**src/rtl/serial_subtractor_32bit_pkg.sv**
```systemverilog
// Shared types and defaults for the bit-serial subtractor.
package serial_subtractor_32bit_pkg;

   localparam int unsigned DATA_W_DEFAULT = 32;

   typedef enum logic [1:0] {
      IDLE,
      BUSY,
      DONE
   } state_t;

endpackage

```
**src/rtl/serial_subtractor_32bit_full_adder.sv**
```systemverilog
// Single-bit full adder used as the per-cycle arithmetic slice.
module full_adder_1bit (
   input  logic a,
   input  logic b,
   input  logic cin,
   output logic sum,
   output logic cout
);

   assign sum  = a ^ b ^ cin;
   assign cout = (a & b) | (a & cin) | (b & cin);

endmodule

```
**src/rtl/serial_subtractor_32bit.sv**
```systemverilog
// Bit-serial a - b - bin, LSB first, one bit per clock, valid/ready on both sides.
// Optional eq/lt/ltu comparison flags when SERIAL_SUB_CMP_EN is defined.
module serial_subtractor_32bit
   import serial_subtractor_32bit_pkg::*;
#(
   parameter int unsigned DATA_W = DATA_W_DEFAULT
) (
   input  logic              clk,
   input  logic              rst_n,
   input  logic              in_valid,
   output logic              in_ready,
   input  logic [DATA_W-1:0] a,
   input  logic [DATA_W-1:0] b,
   input  logic              bin,
   output logic              out_valid,
   input  logic              out_ready,
   output logic [DATA_W-1:0] diff,
   output logic              bout,
   output logic              overflow
`ifdef SERIAL_SUB_CMP_EN
  ,output logic              eq,
   output logic              lt,
   output logic              ltu
`endif
);

   localparam int unsigned       IDX_W    = $clog2(DATA_W);
   localparam logic [IDX_W-1:0] LAST_IDX = IDX_W'(DATA_W - 1);

   state_t            state, state_next;
   logic [IDX_W-1:0]  idx;
   logic [DATA_W-1:0] a_sh, b_sh, diff_sh, diff_nxt;
   logic              carry, bout_r, ovf_r, ovf_nxt;
   logic              fa_sum, fa_cout;

   // Subtraction as a + ~b + ~bin; carry register seeds with ~bin.
   full_adder_1bit u_fa (
      .a    (a_sh[0]),
      .b    (~b_sh[0]),
      .cin  (carry),
      .sum  (fa_sum),
      .cout (fa_cout)
   );

   assign diff_nxt = {fa_sum, diff_sh[DATA_W-1:1]};
   assign ovf_nxt  = (a_sh[0] != b_sh[0]) && (fa_sum != a_sh[0]);

   always_ff @(posedge clk or negedge rst_n) begin
      if (!rst_n) state <= IDLE;
      else        state <= state_next;
   end

   always_comb begin
      state_next = state;
      in_ready   = 1'b0;
      out_valid  = 1'b0;
      case (state)
         IDLE: begin
            in_ready = 1'b1;
            if (in_valid) state_next = BUSY;
         end
         BUSY: if (idx == LAST_IDX) state_next = DONE;
         DONE: begin
            out_valid = 1'b1;
            if (out_ready) state_next = IDLE;
         end
         default: state_next = IDLE;
      endcase
   end

`ifdef SERIAL_SUB_CMP_EN
   logic bin_r, eq_r, lt_r, ltu_r;
`endif

   always_ff @(posedge clk or negedge rst_n) begin
      if (!rst_n) begin
         idx     <= '0;
         a_sh    <= '0;
         b_sh    <= '0;
         diff_sh <= '0;
         carry   <= 1'b0;
         bout_r  <= 1'b0;
         ovf_r   <= 1'b0;
`ifdef SERIAL_SUB_CMP_EN
         bin_r   <= 1'b0;
         eq_r    <= 1'b0;
         lt_r    <= 1'b0;
         ltu_r   <= 1'b0;
`endif
      end else begin
         case (state)
            IDLE: if (in_valid) begin
               a_sh  <= a;
               b_sh  <= b;
               carry <= ~bin;
               idx   <= '0;
`ifdef SERIAL_SUB_CMP_EN
               bin_r <= bin;
`endif
            end
            BUSY: begin
               a_sh    <= a_sh >> 1;
               b_sh    <= b_sh >> 1;
               diff_sh <= diff_nxt;
               carry   <= fa_cout;
               idx     <= idx + IDX_W'(1);
               // On the MSB slice the shifted-out operand bits are the captured MSBs.
               if (idx == LAST_IDX) begin
                  bout_r <= ~fa_cout;
                  ovf_r  <= ovf_nxt;
`ifdef SERIAL_SUB_CMP_EN
                  eq_r   <= (diff_nxt == '0) && fa_cout && !bin_r;
                  lt_r   <= fa_sum ^ ovf_nxt;
                  ltu_r  <= ~fa_cout;
`endif
               end
            end
            default: ;
         endcase
      end
   end

   assign diff     = diff_sh;
   assign bout     = bout_r;
   assign overflow = ovf_r;
`ifdef SERIAL_SUB_CMP_EN
   assign eq  = eq_r;
   assign lt  = lt_r;
   assign ltu = ltu_r;
`endif

endmodule

```
**config.mk**
```make
export PLATFORM = sky130hd
export DESIGN_NAME = serial_subtractor_32bit
export DESIGN_NICKNAME = d
export VERILOG_FILES = /design/src/rtl/serial_subtractor_32bit_pkg.sv /design/src/rtl/serial_subtractor_32bit_full_adder.sv /design/src/rtl/serial_subtractor_32bit.sv
export SDC_FILE = /design/constraint.sdc
export NUM_CORES = 1
export LEC_CHECK = 0
export CAP_MARGIN = 10
export CELL_PAD_IN_SITES_DETAIL_PLACEMENT = 2
export CELL_PAD_IN_SITES_GLOBAL_PLACEMENT = 2
export CORE_MARGIN = 4
export CORE_UTILIZATION = 30
export DETAILED_ROUTE_END_ITERATION = 10
export GPL_TIMING_DRIVEN = 0
export PLACE_DENSITY_LB_ADDON = 0.1
export RECOVER_POWER = 25
export SYNTH_ARGS = -nofsm -noshare
export SYNTH_HDL_FRONTEND = slang
export SYNTH_SLANG_ARGS = --single-unit
```
**constraint.sdc**
```tcl
create_clock -name clk -period 2.56 [get_ports clk]
set_clock_uncertainty 0.2 [all_clocks]
set_input_delay 0.384 -clock clk [delete_from_list [all_inputs] [get_ports clk]]
set_output_delay 0.384 -clock clk [all_outputs]
set_load 0.02 [all_outputs]
```
* After elaboration in Yosys (flattened, before gate mapping)
Index checks and enable logic that the tools add are counted.
Storage, ports and cells: bits in registers 106, input bits 69, output and inout bits 36, logic and storage cells 47
Operators by class: add/sub/neg operators 1, eq/ne operators 8, muxes and demuxes 14, bitwise operators 10, reductions and logical operators 6
Operators with widths (count):
- one-hot mux 32 bit (2 select lines) | 2
- two-way mux 32 bit | 2
- one-hot mux 5 bit (2 select lines) | 1
- two-way mux 2 bit | 3
- inequality test 2 bit (second input constant) | 3
- one-hot mux 2 bit (3 select lines) | 1
- adder 5 x 1 -> 5 bit (second input constant) | 1
- == test 5 bit (second input constant) | 1
- two-way mux 5 bit | 1
- AND reduction 2 bit | 2
- AND 1 bit | 3
- two-way mux 1 bit | 3
- NOT 1 bit | 3
- AND reduction 3 bit | 1
- == test 2 x 1 -> 1 bit (second input constant) | 1
- == test 2 bit (second input constant) | 1
- logical NOT 2 bit | 1
- inequality test 1 bit | 2
- OR 1 bit | 2
- one-hot mux 1 bit (2 select lines) | 1
- nonzero test 2 bit | 1
- XOR 1 bit | 2
- logical AND 1 bit | 1

* Logic depth before layout (Yosys ltp)
Gate-level depths: netlist of the first run.
depth after elaboration 5, depth in mapped cells 6

* Hierarchy
A second synthesis of the first run with hierarchy kept.
Unflattened totals: cell total of the unflattened synthesis 520, area, all modules 5078.6 µm²
Modules (own cells, without submodules):
- serial_subtractor_32bit | instances 1, cells each 519, area each 5058.6 µm², seq. area each 2652.5 µm²
- full_adder_1bit | instances 1, cells each 1, area each 20.0 µm², seq. area each 0.0 µm²

* Worst setup path before layout of the first run
OpenSTA, ideal clock, no wires.
path kind reg2out, start point register state[0], end point output port in_ready, data arrival time 1.045 ns, required time 1.976 ns, slack 0.931 ns, cell stages (with the launch flop) 4, path buffers 2, cells stage by stage dfrtp_1 buf_4 clkbuf_1 nor2_1
On the way: longest elaborated chain between the ends 2
RTL lines:
- start, declared | RTL line serial_subtractor_32bit.sv:30 | state_t state, state_next;
- start signal, assigned | RTL line serial_subtractor_32bit.sv:50 | else state <= state_next;
- logical NOT 2 bit | RTL line serial_subtractor_32bit.sv:57 | case (state)
- two-way mux 1 bit | RTL line serial_subtractor_32bit.sv:57
- end, declared | RTL line serial_subtractor_32bit.sv:11 | output logic in_ready,
Every way passes these cells.

* Final worst setup path of the first run
start point register state[0], end point output port out_valid
On the way: longest elaborated chain between the ends 2
RTL lines:
- == test 2 bit | RTL line serial_subtractor_32bit.sv:57
- two-way mux 1 bit | RTL line serial_subtractor_32bit.sv:57
- end, declared | RTL line serial_subtractor_32bit.sv:15 | output logic out_valid,
Every way passes these cells.

==> impl_metrics.json, run 1 <==
{
  "grt_usage_pct": 17.5,
  "first_iter_violations": 199,
  "antenna_left": 0,
  "cap_violations": 0,
  "floorplan.rows": 46,
  "io_pins": 105,
  "cp-start-kind": "flop",
  "rsz0062_at_grt": "false",
  "synthArstFlopShare_pct": 100,
  "clockRootBuffer": "clkbuf_16",
  "synth_top_family_by_area": "compound AO/OA/AOI/OAI gates",
  "grt_start_max_net_pins": 76,
  "hold_path_class": "reg2reg",
  "syn_nets": 595,
  "crit_path_max_incr_delay_ps": 600,
  "via_per_inst": 5.10,
  "ir_drop_mv": 0.394,
  "maxSlewHeadroom_pct": 43.2,
  "crit_slowest_cell": "clkdlybuf4s50_1",
  "dieArea_mm2": 0.0186,
  "dp_slack_ps": 253,
  "power.leakage_nw": 2.90,
  "arrival_ps": 1850,
  "clockBufferDepth": 2,
  "start_util_pct": 30.9,
  "yosysWarningCount": 0,
  "gr-total-overflow": 0,
  "die_w_um": 137,
  "die_y_um": 137,
  "cts_setup_buffers": 0,
  "hpwlAfterDp_um": 11200,
  "period_share_pct": 95.1,
  "synth_area_leader_cell": "dfrtp_1",
  "crit_required_ps": 1980,
  "finalMaxSlewViolations": 0,
  "synthSimpleGateAreaFrac_pct": 16.6,
  "p_per_area_mw_per_mm2": 1110,
  "regArea_mm2": 0.00265,
  "yosysTopAreaCellShare_pct": 53.5,
  "drive_above_1_share_pct": 8.57,
  "synthAdderAreaFrac_pct": 1.16,
  "syn_inst": 522,
  "synthTopCellsByCount": "nand2_1 (118), dfrtp_1 (106), a22oi_1 (63)",
  "cts.sinks": 106,
  "antenna_found_initial": 0,
  "grt_pass1_vias": 4872,
  "end_kind": "output pin",
  "crit_type": "reg2out",
  "nNetsFinal": 711,
  "avgSynthCellArea_um2": 9.49,
  "cp_cell_sequence": "buf_4, nand2b_1, inv_1, clkdlybuf4s50_1",
  "setup_viol": 0,
  "grt_pass1_wl_um": 25800,
  "tightest_slew_ps": 852,
  "synthFlopType": "dfrtp_1",
  "synth.distinct_cells": 29,
  "final.fill_count": 1735,
  "setup_slack_ps": 125,
  "area_growth_syn_to_layout_pct": 33.3,
  "final_util_pct": 41.1,
  "htreeDepth": 3,
  "tritoncts": "built",
  "io_buffers": 104,
  "synth-xor-area-share_pct": 0.177,
  "drc_errors": 0,
  "gp_congestion": 0.739,
  "synth_seq_cells": 106,
  "n_antenna_cell": 0,
  "synth_area_mm2": 0.00496,
  "yosysMostFrequentCell": "nand2_1",
  "drt_pass1_iterations": 4,
  "wirelength_um": 15600,
  "vias": 4373,
  "core_area_mm2": 0.0161,
  "status": "completed",
  "routedWlPerCell_um": 18.2,
  "synthMuxAreaShare_pct": 0.227,
  "path_clk_slew_ps": 70,
  "synth_compound_area_share_pct": 22.6,
  "ys_seq_area_share_pct": 53.5,
  "synth-edff-count": 0,
  "fin_crit_ps": 2430,
  "multi_input_area_mm2": 0.00202,
  "max_freq_mhz": 411,
  "clk_latency_ps": 350,
  "synthTopCellsByArea": "dfrtp_1 (54%), a22oi_1 (9.5%), nand2_1 (8.9%), nor2b_1 (6.1%), a21oi_1 (4.9%)",
  "cts_buffers": 9,
  "worstPathMaxFanout": 19,
  "hold_viol": 0
}
layout by cell type (no fill, tap or decap), types with 5 or more instances in the layout:
cell type        netlist  routed
a22oi_1               63      63
buf_2                 16      16
buf_6                  8       9
dfrtp_1              106     106
o21ai_1               25      25
clkbuf_1              11       9
buf_4                  8       8
o21ai_0               43      43
clkbuf_16              0       9
clkbuf_8               0       5
a21oi_1               49      49
clkdlybuf4s50_1        0     102
nand2_1              118     118
nor2b_1               48      48
stage by stage:
stage	cell area, um^2	power (mW)	instances	hold WS (ps)	TNS, ps
finish	6610	7.36	858	285	0
floorplan	4960	4.61	522	-112	0
global placement	6270	5.70	842	263	-373190
global route	6610	7.94	858	318	0
CTS	6630	7.51	858	289	0
detailed placement	6300	5.94	843	95.3	0
layout make-up:
cell class                 count  area share, %
inverter                       3          0.170
sequential                   106           40.1
timing repair buffer         106           16.0
clock inverter                 1          0.454
buffer                        42           4.07
multi-input combinational    370           30.6
tap                          216           4.09
clock buffer                  14           4.45
worst max-delay path, delay by kind of cell, from the launching register on:
family        cells  cell delay, ps
buf+inv           3             900
flops             1             420
simple gates      1             180
path summary, 6_finish.rpt:
path | from | endpoint | slack [ps] | cells past startpoint
max | state[0]$_DFFE_PN0P_ | out_valid | 130 | 4
min | b_sh[13]$_DFFE_PN0P_ | b_sh[13]$_DFFE_PN0P_ | 290 | 2
max reg2reg | state[0]$_DFFE_PN0P_ | a_sh[2]$_DFFE_PN0P_ | 830 | 6
min reg2reg | b_sh[13]$_DFFE_PN0P_ | b_sh[13]$_DFFE_PN0P_ | 290 | 2
max in group asynchronous | rst_n | bout$_DFFE_PN0P_ | 470 | 3
min in group asynchronous | rst_n | diff[13]$_DFFE_PN0P_ | 470 | 2
logic make-up (layout without fill, tap and decap cells):
logic type               Yosys count  after routing
buffers and inverters             46            166
XOR/XNOR                           1              1
flip-flops                       106            106
AND/OR/NAND/NOR                  177            177
adder cells (fa/ha/maj)            4              4
multiplexers                       1              1
AO/OA/AOI/OAI                    187            187
registers in the layout (all words and copies together) (netlist names):
signal and count:
a_sh 32, b_sh 32, bout 1, carry 1
diff 32, idx 5, overflow 1, state 2
metal layers:
| layer | global-route usage [%] | up-vias | wire, um |
|---|---|---|---|
| met5 | 0 | - | 0 |
| li1 | - | 2032 | - |
| met3 | 3.16 | 4 | 517 |
| met4 | 3.86 | 0 | 75 |
| met2 | 31.1 | 75 | 8000 |
| met1 | 22.0 | 2262 | 6980 |
timing repair:
item	4_1_cts	5_1_grt
gates resized for setup	1	1
setup endpoints to repair	1	1
endpoints found under the hold margin	31	0
hold buffers	1	0
where the power goes:
group / internal (mW) / switching [mW] / total [mW]
combinational: 1.37 / 1.59 / 2.96
sequential: 2.36 / 0.523 / 2.88
clock: 0.889 / 0.630 / 1.52
Power figures use the tool's default switching activity.
==> run 2, diff against run 1 <==
--- a/config.mk
+++ b/config.mk
@@ -12,7 +12,7 @@
 export CORE_UTILIZATION = 30
 export DETAILED_ROUTE_END_ITERATION = 10
 export GPL_TIMING_DRIVEN = 0
-export PLACE_DENSITY_LB_ADDON = 0.1
+export PLACE_DENSITY = 0.85
 export RECOVER_POWER = 25
 export SYNTH_ARGS = -nofsm -noshare
 export SYNTH_HDL_FRONTEND = slang
==> impl_metrics.json, run 2 (same netlist as run 1, synthesis figures left out) <==
{
  "die_w_um": 137,
  "setup_slack_ps": 111,
  "p_per_area_mw_per_mm2": 1110,
  "die_y_um": 137,
  "tightest_slew_ps": 1240,
  "max_freq_mhz": 408,
  "floorplan.rows": 46,
  "status": "completed",
  "area_growth_syn_to_layout_pct": 32.5,
  "worstPathMaxFanout": 10,
  "final_area_mm2": 0.00657,
  "antenna_left": 0,
  "power.leakage_nw": 2.85,
  "cts_setup_buffers": 0,
  "hold_viol": 0,
  "start_util_pct": 30.9,
  "antenna_found_initial": 0,
  "crit_required_ps": 1980,
  "hold_slack_ps": 286,
  "io_buffers": 104,
  "tritoncts": "built",
  "grt_usage_pct": 18.4,
  "first_iter_violations": 173,
  "cp-start-kind": "flop",
  "hold_path_class": "reg2reg",
  "core_area_mm2": 0.0161,
  "finalMaxSlewViolations": 0,
  "hold_path_depth": 2,
  "maxSlewHeadroom_pct": 17.5,
  "dp_slack_ps": 210,
  "dieArea_mm2": 0.0186,
  "period_share_pct": 95.7,
  "rsz0062_at_grt": "false",
  "end_kind": "output pin",
  "cts.sinks": 106,
  "arrival_ps": 1870,
  "grt_pass1_wl_um": 26900,
  "gr-total-overflow": 0,
  "crit_type": "reg2out",
  "htreeDepth": 3,
  "final_cell_mix": "nand2_1 (118), dfrtp_1 (106), clkdlybuf4s50_1 (102)",
  "placedInstanceArea_mm2": 0.00629,
  "ir_drop_mv": 0.362,
  "cap_violations": 0,
  "clk_latency_ps": 360,
  "drc_errors": 0,
  "fin_crit_ps": 2450,
  "reg2regPathDepth": 6,
  "routedWlPerCell_um": 18.8,
  "drt_pass1_iterations": 4,
  "gp_congestion": 0.800,
  "clockRootBuffer": "clkbuf_16",
  "via_per_inst": 5.11,
  "path_clk_slew_ps": 70,
  "grt_pass1_vias": 5009,
  "drive_above_1_share_pct": 7.78,
  "vias": 4397,
  "final_util_pct": 40.9,
  "clockBufferDepth": 2,
  "fin_total_pwr_mw": 7.28,
  "crit_path_start": "state[0]$_DFFE_PN0P_",
  "nNetsFinal": 712,
  "setup_viol": 0,
  "hpwlAfterDp_um": 11900,
  "grt_start_max_net_pins": 60,
  "cts_buffers": 9,
  "reg2reg_from": "state[0]$_DFFE_PN0P_",
  "io_pins": 105,
  "wirelength_um": 16200,
  "min_from": "b_sh[3]$_DFFE_PN0P_",
  "layout_commonest_cell": "nand2_1"
}
-- run 2: changes by cell type in the layout (fill, tap and decap cells not counted), sizes merged --
cell | before | now
clkbuf | 25 | 30
buf | 33 | 29
dlymetal6s2s | 1 | 0
clkinvlp | 0 | 1
dlygate4sd2 | 0 | 1
diode | 0 | 1
bufinv | 1 | 0
-- run 2: power breakdown --
part	switching, mW	internal (mW)	total (mW)
combinational	1.64	1.35	2.99
sequential	0.532	2.36	2.89
clock	0.640	0.763	1.40
total	2.81	4.47	7.28
-- run 2: final timing paths --
path | endpoint | slack (ps)
hold reg to reg | b_sh[3]$_DFFE_PN0P_ | 290
setup / recovery | out_valid | 110
max in group asynchronous | idx[0]$_DFFE_PN0P_ | 360
setup reg to reg | b_sh[28]$_DFFE_PN0P_ | 420
hold / removal | b_sh[3]$_DFFE_PN0P_ | 290
min in group asynchronous | a_sh[8]$_DFFE_PN0P_ | 620
-- run 2: what timing repair did --
item | in CTS | in global routing
resized for setup | 2 | 0
hold endpoints to repair | 47 | 0
hold buffers | 1 | 0
endpoints found under the setup margin | 1 | 0
-- run 2: area by class of cell --
| type | instances | area, um^2 |
|---|---|---|
| antenna | 1 | 2.50 |
| buffer | 43 | 262 |
| timing repair buffer | 106 | 1060 |
| inverter | 3 | 11.3 |
| multi-input combinational | 370 | 2020 |
| sequential | 106 | 2650 |
| fill | 1727 | 9490 |
| clock inverter | 1 | 7.51 |
| tap | 216 | 270 |
| clock buffer | 14 | 284 |
-- run 2: worst max-delay path, stage by stage, from the launching register on --
cell             delay [ps]
dfrtp_1                 440
buf_4                   200
nand2b_1                170
inv_1                    80
clkdlybuf4s50_1         610
-- run 2: per-layer routing --
layer / GRT usage, % / share of wire, %
met1: 22.9 / 43
met4: 7.39 / 2.0
met3: 2.65 / 2.9
met5: 0 / 0
met2: 32.1 / 52
-- run 2: through the flow --
step | cells | setup TNS (ps)
2_1_floorplan | 522 | 0
3_3_place_gp | 842 | -355010
3_5_place_dp | 843 | 0
4_1_cts | 859 | 0
5_1_grt | 859 | 0
6_report | 860 | 0
==> run 3, diff against run 2 <==
--- a/config.mk
+++ b/config.mk
@@ -14,6 +14,7 @@
 export GPL_TIMING_DRIVEN = 0
 export PLACE_DENSITY = 0.85
 export RECOVER_POWER = 25
+export SKIP_LAST_GASP = 1
 export SYNTH_ARGS = -nofsm -noshare
 export SYNTH_HDL_FRONTEND = slang
 export SYNTH_SLANG_ARGS = --single-unit
==> results of run 3 <==
Final layout, timing and power as in run 2 (identical DEF).
